--- src/rtl/skill_controller_pkg.sv ---
// Shared game definitions: skill indices, skill FSM encoding, default timings.
package skill_controller_pkg;

    localparam int NUM_SKILLS = 3;
    localparam int SKILL_J    = 0;
    localparam int SKILL_K    = 1;
    localparam int SKILL_L    = 2;

    localparam int POINTS_INIT_DEF = 3;
    localparam int DUR_J_DEF       = 100;
    localparam int DUR_K_DEF       = 100;
    localparam int DUR_L_DEF       = 60;
    localparam int COOLDOWN_DEF    = 40;

    typedef enum logic [1:0] {
        ST_IDLE   = 2'd0,
        ST_ACTIVE = 2'd1,
        ST_COOL   = 2'd2
    } skill_state_t;

    // Thermometer fill for led[15:13]: the MSB lights first.
    function automatic logic [2:0] points_to_led(input logic [1:0] points);
        logic [2:0] led;
        case (points)
            2'd0:    led = 3'b000;
            2'd1:    led = 3'b100;
            2'd2:    led = 3'b110;
            default: led = 3'b111;
        endcase
        return led;
    endfunction

endpackage

--- src/rtl/skill_controller_if.sv ---
// Game-side signals of the skill controller: stage/key/life inputs and skill outputs.
interface skill_controller_if;

    logic       in_stage;
    logic       key_j;
    logic       key_k;
    logic       key_l;
    logic       life_lost;
    logic [2:0] skill_start;
    logic [2:0] skill_active;
    logic [1:0] skill_point;
    logic [2:0] led_skill;

    modport master (
        output in_stage, key_j, key_k, key_l, life_lost,
        input  skill_start, skill_active, skill_point, led_skill
    );

    modport slave (
        input  in_stage, key_j, key_k, key_l, life_lost,
        output skill_start, skill_active, skill_point, led_skill
    );

endinterface

--- src/rtl/skill_timer.sv ---
// One skill: IDLE -> ACTIVE (DUR ticks) -> COOL (COOLDOWN ticks) -> IDLE.
//
// state     | meaning
// ST_IDLE   | skill usable, counter held at 0
// ST_ACTIVE | skill in effect, counter runs DUR-1 down to 0
// ST_COOL   | skill unusable, counter runs COOLDOWN-1 down to 0
module skill_timer
    import skill_controller_pkg::*;
#(
    parameter int DUR      = 100,
    parameter int COOLDOWN = 40
) (
    input  logic clk_22,
    input  logic rst,
    input  logic start,
    input  logic abort,
    input  logic clear,
    output logic idle,
    output logic active
);

    localparam logic [7:0] DUR_M1  = 8'(DUR - 1);
    localparam logic [7:0] COOL_M1 = 8'(COOLDOWN - 1);

    skill_state_t state;
    logic [7:0]   count;

    // Only used by the arbiter inside the controller, never a top-level output.
    assign idle = (state == ST_IDLE);

    // Skill FSM with terminal-count down-counter; active is kept as its own flop.
    always_ff @(posedge clk_22 or posedge rst) begin
        if (rst) begin
            state  <= ST_IDLE;
            count  <= 8'd0;
            active <= 1'b0;
        end else if (clear) begin
            state  <= ST_IDLE;
            count  <= 8'd0;
            active <= 1'b0;
        end else begin
            case (state)
                ST_IDLE: begin
                    if (start) begin
                        state  <= ST_ACTIVE;
                        count  <= DUR_M1;
                        active <= 1'b1;
                    end
                end
                ST_ACTIVE: begin
                    if (abort || count == 8'd0) begin
                        state  <= ST_COOL;
                        count  <= COOL_M1;
                        active <= 1'b0;
                    end else begin
                        count <= count - 8'd1;
                    end
                end
                ST_COOL: begin
                    if (count == 8'd0) begin
                        state <= ST_IDLE;
                    end else begin
                        count <= count - 8'd1;
                    end
                end
                default: begin
                    state  <= ST_IDLE;
                    count  <= 8'd0;
                    active <= 1'b0;
                end
            endcase
        end
    end

endmodule

--- src/rtl/skill_controller.sv ---
// Skill controller: arbitrates key presses (J > K > L), spends skill points,
// and drives three skill timers. All outputs come straight from flops.
module skill_controller
    import skill_controller_pkg::*;
#(
    parameter int POINTS_INIT = POINTS_INIT_DEF,
    parameter int DUR_J       = DUR_J_DEF,
    parameter int DUR_K       = DUR_K_DEF,
    parameter int DUR_L       = DUR_L_DEF,
    parameter int COOLDOWN    = COOLDOWN_DEF
) (
    input  logic           clk_22,
    input  logic           rst,
    skill_controller_if.slave bus
);

    localparam logic [1:0] POINTS_RST = 2'(POINTS_INIT);

    logic [NUM_SKILLS-1:0] press;
    logic [NUM_SKILLS-1:0] idle;
    logic [NUM_SKILLS-1:0] active;
    logic [NUM_SKILLS-1:0] grant;
    logic [NUM_SKILLS-1:0] skill_start_q;
    logic [1:0]            skill_point_q;
    logic [1:0]            skill_point_nxt;
    logic [2:0]            led_skill_q;
    logic                  can_accept;

    assign press = {bus.key_l, bus.key_k, bus.key_j};

    // A point is spendable only in play, outside a life-lost cycle, with points left.
    assign can_accept = bus.in_stage && !bus.life_lost && (skill_point_q != 2'd0);

    // Fixed-priority grant among idle pressed skills; losers are simply dropped.
    always_comb begin
        grant = '0;
        if (can_accept) begin
            if (press[SKILL_J] && idle[SKILL_J]) begin
                grant[SKILL_J] = 1'b1;
            end else if (press[SKILL_K] && idle[SKILL_K]) begin
                grant[SKILL_K] = 1'b1;
            end else if (press[SKILL_L] && idle[SKILL_L]) begin
                grant[SKILL_L] = 1'b1;
            end
        end
    end

    // Grant implies skill_point_q > 0, so the decrement can never wrap.
    always_comb begin
        skill_point_nxt = skill_point_q;
        if (grant != '0) begin
            skill_point_nxt = skill_point_q - 2'd1;
        end
    end

    // Registered start pulse, point counter and LED thermometer.
    always_ff @(posedge clk_22 or posedge rst) begin
        if (rst) begin
            skill_start_q <= '0;
            skill_point_q <= POINTS_RST;
            led_skill_q   <= points_to_led(POINTS_RST);
        end else begin
            skill_start_q <= grant;
            skill_point_q <= skill_point_nxt;
            led_skill_q   <= points_to_led(skill_point_nxt);
        end
    end

    skill_timer #(.DUR(DUR_J), .COOLDOWN(COOLDOWN)) u_timer_j (
        .clk_22 (clk_22),
        .rst    (rst),
        .start  (grant[SKILL_J]),
        .abort  (bus.life_lost),
        .clear  (!bus.in_stage),
        .idle   (idle[SKILL_J]),
        .active (active[SKILL_J])
    );

    skill_timer #(.DUR(DUR_K), .COOLDOWN(COOLDOWN)) u_timer_k (
        .clk_22 (clk_22),
        .rst    (rst),
        .start  (grant[SKILL_K]),
        .abort  (bus.life_lost),
        .clear  (!bus.in_stage),
        .idle   (idle[SKILL_K]),
        .active (active[SKILL_K])
    );

    skill_timer #(.DUR(DUR_L), .COOLDOWN(COOLDOWN)) u_timer_l (
        .clk_22 (clk_22),
        .rst    (rst),
        .start  (grant[SKILL_L]),
        .abort  (bus.life_lost),
        .clear  (!bus.in_stage),
        .idle   (idle[SKILL_L]),
        .active (active[SKILL_L])
    );

    assign bus.skill_start  = skill_start_q;
    assign bus.skill_active = active;
    assign bus.skill_point  = skill_point_q;
    assign bus.led_skill    = led_skill_q;

endmodule
--- src/flat_wrapper.sv ---
// flat-port wrapper written by rule: the top's interface ports become plain ports
module skill_controller_flat import skill_controller_pkg::*;
#(
    parameter int POINTS_INIT = POINTS_INIT_DEF,
    parameter int DUR_J       = DUR_J_DEF,
    parameter int DUR_K       = DUR_K_DEF,
    parameter int DUR_L       = DUR_L_DEF,
    parameter int COOLDOWN    = COOLDOWN_DEF
)
  (clk_22, rst, bus_in_stage, bus_key_j, bus_key_k, bus_key_l, bus_life_lost, bus_skill_start, bus_skill_active, bus_skill_point, bus_led_skill);
  skill_controller_if bus_i ();
  input  logic clk_22;
  input  logic rst;
  input wire logic [$bits(bus_i.in_stage)-1:0] bus_in_stage;
  input wire logic [$bits(bus_i.key_j)-1:0] bus_key_j;
  input wire logic [$bits(bus_i.key_k)-1:0] bus_key_k;
  input wire logic [$bits(bus_i.key_l)-1:0] bus_key_l;
  input wire logic [$bits(bus_i.life_lost)-1:0] bus_life_lost;
  output wire logic [$bits(bus_i.skill_start)-1:0] bus_skill_start;
  output wire logic [$bits(bus_i.skill_active)-1:0] bus_skill_active;
  output wire logic [$bits(bus_i.skill_point)-1:0] bus_skill_point;
  output wire logic [$bits(bus_i.led_skill)-1:0] bus_led_skill;
  assign bus_i.in_stage = bus_in_stage;
  assign bus_i.key_j = bus_key_j;
  assign bus_i.key_k = bus_key_k;
  assign bus_i.key_l = bus_key_l;
  assign bus_i.life_lost = bus_life_lost;
  assign bus_skill_start = bus_i.skill_start;
  assign bus_skill_active = bus_i.skill_active;
  assign bus_skill_point = bus_i.skill_point;
  assign bus_led_skill = bus_i.led_skill;
  skill_controller #(.POINTS_INIT(POINTS_INIT), .DUR_J(DUR_J), .DUR_K(DUR_K), .DUR_L(DUR_L), .COOLDOWN(COOLDOWN)) u_core (.clk_22(clk_22), .rst(rst), .bus(bus_i));
endmodule
--- config.mk ---
export PLATFORM = sky130hd
export DESIGN_NAME = skill_controller_flat
export DESIGN_NICKNAME = d
export VERILOG_FILES = /design/src/rtl/skill_controller_pkg.sv /design/src/rtl/skill_controller_if.sv /design/src/rtl/skill_timer.sv /design/src/rtl/skill_controller.sv /design/src/flat_wrapper.sv
export SDC_FILE = /design/constraint.sdc
export NUM_CORES = 1
export LEC_CHECK = 0
export BUFFER_PORTS_ARGS = -buffer_cell sky130_fd_sc_hd__buf_2
export CAP_MARGIN = 5
export CORE_MARGIN = 1.5
export CORE_UTILIZATION = 50
export CTS_CLUSTER_DIAMETER = 40
export DETAILED_ROUTE_END_ITERATION = 8
export GPL_TIMING_DRIVEN = 1
export PLACE_DENSITY = 0.68
export SKIP_LAST_GASP = 1
export SYNTH_ARGS = -nofsm -noshare
export SYNTH_HDL_FRONTEND = slang
export SYNTH_HIERARCHICAL = 1
export SYNTH_SLANG_ARGS = --single-unit
--- constraint.sdc ---
create_clock -name clk_22 -period 3.36 [get_ports clk_22]
set_input_delay 0.672 -clock clk_22 [delete_from_list [all_inputs] [get_ports clk_22]]
set_output_delay 0.672 -clock clk_22 [all_outputs]
set_load 0.02 [all_outputs]
==> results of run 1 <==
logic make-up (layout without fill, tap and decap cells):
logic type	after synthesis	after routing	share of synthesized area (%)
xor+xnor	2	2	0.6139
simple gates	98	98	20.96
fa+ha+maj	7	7	3.069
flops	41	41	36.17
mux	5	5	2.104
buf+inv	40	52	6.137
compound gates	119	119	30.95
power groups by stage:
stage | clock network (mW) | logic [mW] | registers (mW)
after floorplan | 0 | 0.429 | 0.714
after global routing | 0.348 | 0.632 | 0.710
final | 0.324 | 0.571 | 0.695
after CTS | 0.332 | 0.567 | 0.694
after global placement | 0 | 0.557 | 0.700
after detailed placement | 0 | 0.564 | 0.703
cell usage after synthesis, types with 4 or more instances:
library cell | number | share of area (%)
o21ai_0 | 15 | 2.6
o211a_1 | 5 | 1.8
o21a_1 | 5 | 1.3
inv_1 | 23 | 3.0
dfstp_2 | 5 | 4.6
a21oi_1 | 21 | 3.7
o31ai_1 | 5 | 1.3
o21bai_1 | 7 | 1.8
nor2b_1 | 7 | 1.5
a211oi_1 | 7 | 1.8
nand3_1 | 5 | 0.88
ha_1 | 7 | 3.1
nor3_1 | 10 | 1.8
or2_2 | 5 | 1.1
o22ai_1 | 4 | 0.88
dfrtp_1 | 36 | 32
nor2_1 | 22 | 2.9
nand2b_1 | 7 | 1.5
a31oi_1 | 10 | 2.2
nand2_1 | 9 | 1.2
clkbuf_1 | 12 | 1.6
worst reg2reg max path, delay by kind of cell (launching register included):
| kind | cells | cell delay, ps |
|---|---|---|
| AOI/OAI and AO/OA | 1 | 240 |
| adders and majority gates | 1 | 200 |
| buffers and inverters | 1 | 90 |
| DFF | 1 | 550 |
| muxes | 1 | 340 |
| and+or+nand+nor | 5 | 1400 |
registers in the layout, summed over array words and instances, names as in the netlist, 2 cells and up:
name / cells
u_core/bus.skill_point: 2
u_core/bus.skill_start: 3
u_core/u_timer_k/state: 2
u_core/bus.led_skill: 3
u_core/u_timer_l/count: 8
u_core/u_timer_j/count: 8
u_core/u_timer_k/count: 8
u_core/u_timer_l/state: 2
u_core/u_timer_j/state: 2
worst paths after layout:
check / from / end
min in group clk_22: u_core/bus.skill_point[1] / u_core/bus.led_skill[1]
max: u_core/bus.skill_point[0] / u_core/u_timer_k/count[1]
min reg2reg: u_core/bus.skill_point[1] / u_core/bus.led_skill[1]
max in group asynchronous: rst / u_core/u_timer_k/count[4]
max reg2reg: u_core/bus.skill_point[0] / u_core/u_timer_k/count[1]
min: rst / u_core/bus.skill_start[2]
routing by layer:
metal / global-route usage (%) / share of wire (%) / vias to the layer above
li1: - / - / 1202
met1: 31.64 / 49 / 1214
met2: 37.93 / 46 / 68
met3: 3.488 / 4.2 / 4
met4: 4.821 / 0.57 / 0
met5: 0 / 0 / -
stage by stage:
stage / instance area [um2] / total power [mW]
final: 3053 / 1.590
after global routing: 3053 / 1.690
after CTS: 3053 / 1.594
after floorplan: 2854 / 1.143
after global placement: 2970 / 1.256
after detailed placement: 2970 / 1.267
layout make-up:
cell class / instances / area [um2] / area share, %
inverters: 23 / 86.33 / 2.828
flip-flops and latches: 41 / 1032 / 33.81
clock buffers: 6 / 72.57 / 2.377
well taps: 72 / 90.09 / 2.951
multi-input cells: 231 / 1647 / 53.93
repair buffers: 21 / 115.1 / 3.770
clock inverters: 2 / 10.01 / 0.3279
==> impl_metrics.toml, run 1 <==
[outcome]
status = "completed"

[die]
start_util_pct = 51.83
die_w_um = 78.55
rows = 27
boundaryPins = 18
core_um2 = 5507
die_area_um2 = 6170
die_h_um = 78.55

[final_layout]
fin_cells = 396
utilization_pct = 55.44
layout.nets = 337
num-fill-cells = 502
area_growth_pct = 6.971
num_antenna_cells = 0
final_common_cell = "dfrtp_1"
drive_above_1_share_pct = 18.83
layout_common_cells = "36 x dfrtp_1, 23 x inv_1, 22 x nor2_1"

[run]
max_cap_violations = 0

[power_and_ir_drop]
powerDensity_nw_per_um2 = 521.0
p_leak_nw = 1.365
ir_worst_vdd_mv = 0.2964
switching_share_pct = 39.35
seqPwrFrac_pct = 43.7
cellInternalPower_mw = 0.9646
p_switching_mw = 0.6258
pwr-share-comb_pct = 35.9
clockPowerShare_pct = 20.3

[placement]
dpl.hpwl_mm = 4.820
dp_slack_ps = 498.8
portBuffers = 17
gp_congestion = 0.8783
post-place-cells = 388

[setup_path]
slowest_delay_ps = 550
r2r_cells = 9
path_buf_inv = 1
path_cells = "inv_1 -> ha_1 -> or3b_1 -> nand2b_1 -> nor2_1 -> nor2_1 -> a31oi_4 -> or2_0 -> mux2_4"
worstSetupEndpointType = "flop"
ff2ff_setup_slack_ps = 440
crit_family = "simple AND/OR/NAND/NOR gates"
cpMaxStageDelayCell = "dfstp_2"
worstPathArrival_ps = 3100
critical_path_depth = 9
critPathKind = "reg -> reg"
critical_path_required_ps = 3540
cp-start-kind = "flop"
path_max_fanout = 8
cpMostUsedCell = "nor2_1"

[global_routing]
grt_util_all_layers_pct = 22.90
grt_first_pass_wirelength_mm = 11.32
antenna_found_initial = 0
globalRoute.totalOverflow = 0
grt_max_degree = 25
grt_pass1_vias = 2424

[worst_hold_path]
hp-class = "in -> async"

[logic_synthesis]
synth_area_um2 = 2854
yosysWarnings = 6
synth-edff-count = 0
synth-seq-cells = 41
synth_cell_types = 65
synthArstFlopShare_pct = 100.0
syn_inst = 312
seq_area_frac_synth_pct = 36.17
ys.flop_type = "dfrtp_1"
avgSynthCellArea_um2 = 9.147
syn-num-nets = 326

[sta]
tightest_slew_ps = 958.8
report.final.hold_viol_count = 0
slew_headroom_pct = 36.08
timing.final.crit_share_pct = 86.96
hold_ws_ps = 344.5
setup-violations-final = 0
layout_setup_ws_ps = 438.3
min_period_ps = 2922
grt_setup_unrepaired = "no"
clock-skew-final_ps = 7.477
fmax_mhz = 342.3
drv_slew = 0
fin_setup_tns_ps = 0

[clock_network]
cts_resized = 0
path_clk_slew_ps = 80
cts_num_sinks = 41
worstSkewPairLatency_ps = 300
clockBufferDepth = 2
postCtsSetupBuffers = 0
cts_tree = "done"
cts_hold_buf = 0
cts-root-buf = "clkbuf_8"
h-tree-depth = 2
cts_buffers = 5

[route]
vias = 2488
vias_per_cell = 6.283
route.detailed.drc = 0
dr.pass1.iters = 4
detail-route-antenna-nets = 0
drt_iter0_drc = 133
wl_mm = 6.695
wire_per_inst_um = 16.91
Power figures use the tool's default switching activity.
==> inputs of run 2 (changes only) <==
--- a/config.mk
+++ b/config.mk
@@ -9,6 +9,7 @@
 export CAP_MARGIN = 5
 export CORE_MARGIN = 1.5
 export CORE_UTILIZATION = 50
+export CTS_BUF_LIST = sky130_fd_sc_hd__clkbuf_8 sky130_fd_sc_hd__clkbuf_16
 export CTS_CLUSTER_DIAMETER = 40
 export DETAILED_ROUTE_END_ITERATION = 8
 export GPL_TIMING_DRIVEN = 1
==> run 2 against run 1 <==
Sequential share of layout area unchanged; non-clock buffer count is the same; combinational power about the same; via count increased by 1.3%; first-iteration DRC count rose by 0.75%; global-route usage did not move; count of clock-buffer cells in the layout down 1; clock skew is essentially flat; highest routed layer unchanged.
==> impl_metrics.toml, run 2 (same netlist as run 1, synthesis figures left out) <==
[setup_path]
cpMostUsedCell = "nor2_1"
reg2reg_from = "u_core/bus.skill_point[0]"
crit_family = "simple AND/OR/NAND/NOR gates"
path_max_fanout = 8
cpMaxStageDelayCell = "dfstp_2"
critPathLaunch = "u_core/bus.skill_point[0]"
critPathKind = "reg -> reg"
path_buf_inv = 1
worstSetupEndpointType = "flop"
cp-start-kind = "flop"
slowest_delay_ps = 550
path_cells = "inv_1 -> ha_1 -> or3b_1 -> nand2b_1 -> nor2_1 -> nor2_1 -> a31oi_4 -> or2_0 -> mux2_4"
critical_path_required_ps = 3540
worstPathArrival_ps = 3110

[clock_network]
clockBufferDepth = 2
cts_num_sinks = 41
cts_resized = 0
path_clk_slew_ps = 80
cts-root-buf = "clkbuf_8"
postCtsSetupBuffers = 0
cts_hold_buf = 0
cts_buffers = 5
worstSkewPairLatency_ps = 300
h-tree-depth = 2
cts_tree = "done"

[global_routing]
grt_util_all_layers_pct = 22.90
grt_first_pass_wirelength_mm = 11.32
antenna_found_initial = 0
globalRoute.totalOverflow = 0
gr-usage-met3_pct = 3.488
grt_max_degree = 25
busiest_layer = "met2"
use_met2_pct = 37.93
grt_pass1_vias = 2424
met1_usage_pct = 31.64

[route]
vias_per_cell = 6.366
route.detailed.drc = 0
dr.pass1.iters = 5
vias = 2521
drt_iter0_drc = 134
detail-route-antenna-nets = 0
wire_per_inst_um = 16.82
wl_mm = 6.662

[sta]
drv_slew = 0
fmax_mhz = 341.5
slew_headroom_pct = 36.21
tightest_slew_ps = 956.9
fin_setup_tns_ps = 0
setup-violations-final = 0
timing.final.crit_share_pct = 87.15
clock-skew-final_ps = 7.810
report.final.hold_viol_count = 0
grt_setup_unrepaired = "no"
min_period_ps = 2928

[final_layout]
num-fill-cells = 502
utilization_pct = 55.44
num_antenna_cells = 0
layout_common_cells = "36 x dfrtp_1, 24 x inv_1, 22 x nor2_1"
area_growth_pct = 6.971
top_regs = "u_core/u_timer_j/count x8, u_core/u_timer_k/count x8, u_core/u_timer_l/count x8"
final_common_cell = "dfrtp_1"
drive_above_1_share_pct = 18.83
layout.nets = 337

[run]
max_cap_violations = 0

[die]
die_w_um = 78.55
die_h_um = 78.55
die_area_um2 = 6170
rows = 27
start_util_pct = 51.83
boundaryPins = 18
core_um2 = 5507

[placement]
portBuffers = 17
dpl.hpwl_mm = 4.820
gp_congestion = 0.8783

[power_and_ir_drop]
p_leak_nw = 1.369
powerDensity_nw_per_um2 = 519.9
ir_worst_vdd_mv = 0.2953

[outcome]
status = "completed"

[worst_hold_path]
hp-class = "in -> async"
-- run 2: changes by cell type in the layout (fill, tap and decap cells not counted) --
cell | previous run | this run
clkbuf_1 | 1 | 0
inv_1 | 23 | 24
-- run 2: per-stage QoR --
stage | setup slack, ps | hold WS [ps] | area (um2) | std cells | power (mW)
after CTS | 458.1 | 352.3 | 3053 | 396 | 1.591
after detailed placement | 498.8 | 519.5 | 2970 | 388 | 1.267
final | 431.8 | 345.5 | 3053 | 396 | 1.587
after global routing | 294.3 | 376.8 | 3053 | 396 | 1.688
after floorplan | 623.9 | 481.3 | 2854 | 312 | 1.143
after global placement | 557.9 | 509.4 | 2970 | 388 | 1.256
-- run 2: final timing paths --
check | endpoint | slack (ps) | cells past startpoint
worst min register to register | u_core/bus.led_skill[1] | 530 | 2
min in group clk_22 | u_core/bus.led_skill[1] | 530 | 2
worst max-delay path | u_core/u_timer_k/count[1] | 430 | 9
max in group asynchronous | u_core/u_timer_k/count[5] | 2620 | 2
worst max register to register | u_core/u_timer_k/count[1] | 430 | 9
worst min-delay path | u_core/bus.skill_start[2] | 350 | 2
-- run 2: layer usage --
metal | vias to the layer above | part of all wire, %
li1 | 1201 | -
met3 | 5 | 4.5
met2 | 74 | 46
met5 | - | 0
met1 | 1241 | 48
met4 | 0 | 0.57
-- run 2: power breakdown --
group / internal [mW] / switching (mW)
registers: 0.595 / 0.0992
logic: 0.225 / 0.348
clock network: 0.141 / 0.179
total: 0.962 / 0.626
-- run 2: cell type report --
class | instances | area [um2] | area share [%]
multi-input combinational | 231 | 1647 | 53.93
sequential | 41 | 1032 | 33.81
timing repair buffer | 21 | 115.1 | 3.770
tap | 72 | 90.09 | 2.951
inverter | 23 | 86.33 | 2.828
clock buffer | 5 | 68.82 | 2.254
clock inverter | 3 | 13.76 | 0.4508
==> inputs of run 3 (changes only) <==
--- a/config.mk
+++ b/config.mk
@@ -12,7 +12,7 @@
 export CTS_BUF_LIST = sky130_fd_sc_hd__clkbuf_8 sky130_fd_sc_hd__clkbuf_16
 export CTS_CLUSTER_DIAMETER = 40
 export DETAILED_ROUTE_END_ITERATION = 8
-export GPL_TIMING_DRIVEN = 1
+export GPL_TIMING_DRIVEN = 0
 export PLACE_DENSITY = 0.68
 export SKIP_LAST_GASP = 1
 export SYNTH_ARGS = -nofsm -noshare
==> run 3 against run 2 <==
Power is 11% higher; clock power rose by 51%; final cell count is 3.3% higher; combinational power rose by 6.5%; core utilization grew 2.1 points; clock skew shrank 1.6 ps; via count increased by 1.4%.
==> impl_metrics.toml, run 3 (same netlist as run 1, synthesis figures left out) <==
[die]
start_util_pct = 51.83
die_area_um2 = 6170
boundaryPins = 18
die_h_um = 78.55
die_w_um = 78.55
rows = 27
core_um2 = 5507

[final_layout]
top_regs = "u_core/u_timer_j/count x8, u_core/u_timer_k/count x8, u_core/u_timer_l/count x8"
num_antenna_cells = 0
utilization_pct = 57.51
area_growth_pct = 10.96
postLayoutCellArea_um2 = 3167
layout_common_cells = "36 x dfrtp_1, 23 x inv_1, 22 x nor2_1"
num-fill-cells = 532
layout.nets = 350
final_common_cell = "dfrtp_1"
fin_cells = 409
drive_above_1_share_pct = 18.69

[run]
max_cap_violations = 0

[sta]
timing.final.crit_share_pct = 91.63
slew_headroom_pct = 40.85
layout_setup_ws_ps = 281.2
grt_setup_unrepaired = "no"
tightest_slew_ps = 887.2
fin_setup_tns_ps = 0
clock-skew-final_ps = 6.232
setup-violations-final = 0
report.final.hold_viol_count = 0
min_period_ps = 3079
drv_slew = 0
fmax_mhz = 324.8

[placement]
portBuffers = 17
gp_congestion = 0.8499
placed_area_um2 = 3029
dp_slack_ps = 230.4
post-place-cells = 401
dpl.hpwl_mm = 4.788

[setup_path]
path_max_fanout = 8
critPathKind = "reg -> reg"
critical_path_required_ps = 3540
worstSetupEndpointType = "flop"
cp-start-kind = "flop"
worstPathArrival_ps = 3260

[clock_network]
cts_hold_buf = 0
cts-root-buf = "clkbuf_8"
clockBufferDepth = 2
cts_buffers = 5
worstSkewPairLatency_ps = 290
h-tree-depth = 2
cts_resized = 0
cts_tree = "done"
cts_num_sinks = 41
postCtsSetupBuffers = 0
path_clk_slew_ps = 90

[power_and_ir_drop]
powerDensity_nw_per_um2 = 557.6
ir_worst_vdd_mv = 0.3249
p_leak_nw = 1.409

[route]
vias = 2556
vias_per_cell = 6.249
detail-route-antenna-nets = 0
route.detailed.drc = 0
wl_mm = 6.607
wire_per_inst_um = 16.15
dr.pass1.iters = 5
drt_iter0_drc = 142

[outcome]
status = "completed"

[global_routing]
grt_pass1_vias = 2373
grt_first_pass_wirelength_mm = 11.48
antenna_found_initial = 0
grt_util_all_layers_pct = 23.19
globalRoute.totalOverflow = 0
grt_max_degree = 17

[worst_hold_path]
hp-class = "in -> async"
==> run 3: cell type report <==
cell class | instances | area (um2) | area share, %
multi-input combinational | 231 | 1647 | 52.00
sequential | 41 | 1032 | 32.60
tap | 72 | 90.09 | 2.845
buffer | 17 | 88.84 | 2.805
inverter | 23 | 86.33 | 2.726
timing repair buffer | 17 | 85.08 | 2.687
clock buffer | 5 | 68.82 | 2.173
clock inverter | 3 | 68.82 | 2.173
==> run 3: report_power, final <==
group	leakage (nW)	switching [mW]	total (mW)	internal, mW
Clock	0.0687	0.185	0.484	0.299
Sequential	0.538	0.0763	0.672	0.595
Combinational	0.802	0.367	0.610	0.243
Total	1.41	0.628	1.77	1.14
==> run 3: metal layers <==
metal | global-route usage [%] | vias to the layer above | wire (um)
li1 | - | 1228 | -
met1 | 33.28 | 1242 | 3132
met2 | 36.81 | 81 | 3088
met3 | 3.488 | 5 | 331
met4 | 5.179 | 0 | 55
met5 | 0 | - | 0
==> run 3: critical path: stages, from the launching register on <==
cell      delay, ps
dfstp_2         550
inv_1            90
ha_1            200
or3b_1          360
clkbuf_1        200
nand2b_1        210
nor2_1          440
or2_2           230
o31ai_1         100
and2_1          230
a221o_1         360
==> run 3: path summary, 6_finish.rpt <==
path	from	endpoint	slack (ps)	depth (start not counted)
min reg2reg	u_core/bus.skill_point[1]	u_core/bus.led_skill[1]	530	2
max	u_core/bus.skill_point[0]	u_core/u_timer_l/count[6]	280	10
min in group clk_22	u_core/bus.skill_point[1]	u_core/bus.led_skill[1]	530	2
max in group asynchronous	rst	u_core/u_timer_l/active	2610	2
min	rst	u_core/bus.skill_start[0]	340	2
max reg2reg	u_core/bus.skill_point[0]	u_core/u_timer_l/count[6]	280	10
==> run 3: stage by stage <==
step / power [mW] / hold slack (ps)
6_report: 1.766 / 342.1
5_1_grt: 1.871 / 372.8
4_1_cts: 1.780 / 343.7
3_5_place_dp: 1.285 / 514.2
3_3_place_gp: 1.270 / 501.4
2_1_floorplan: 1.143 / 481.3
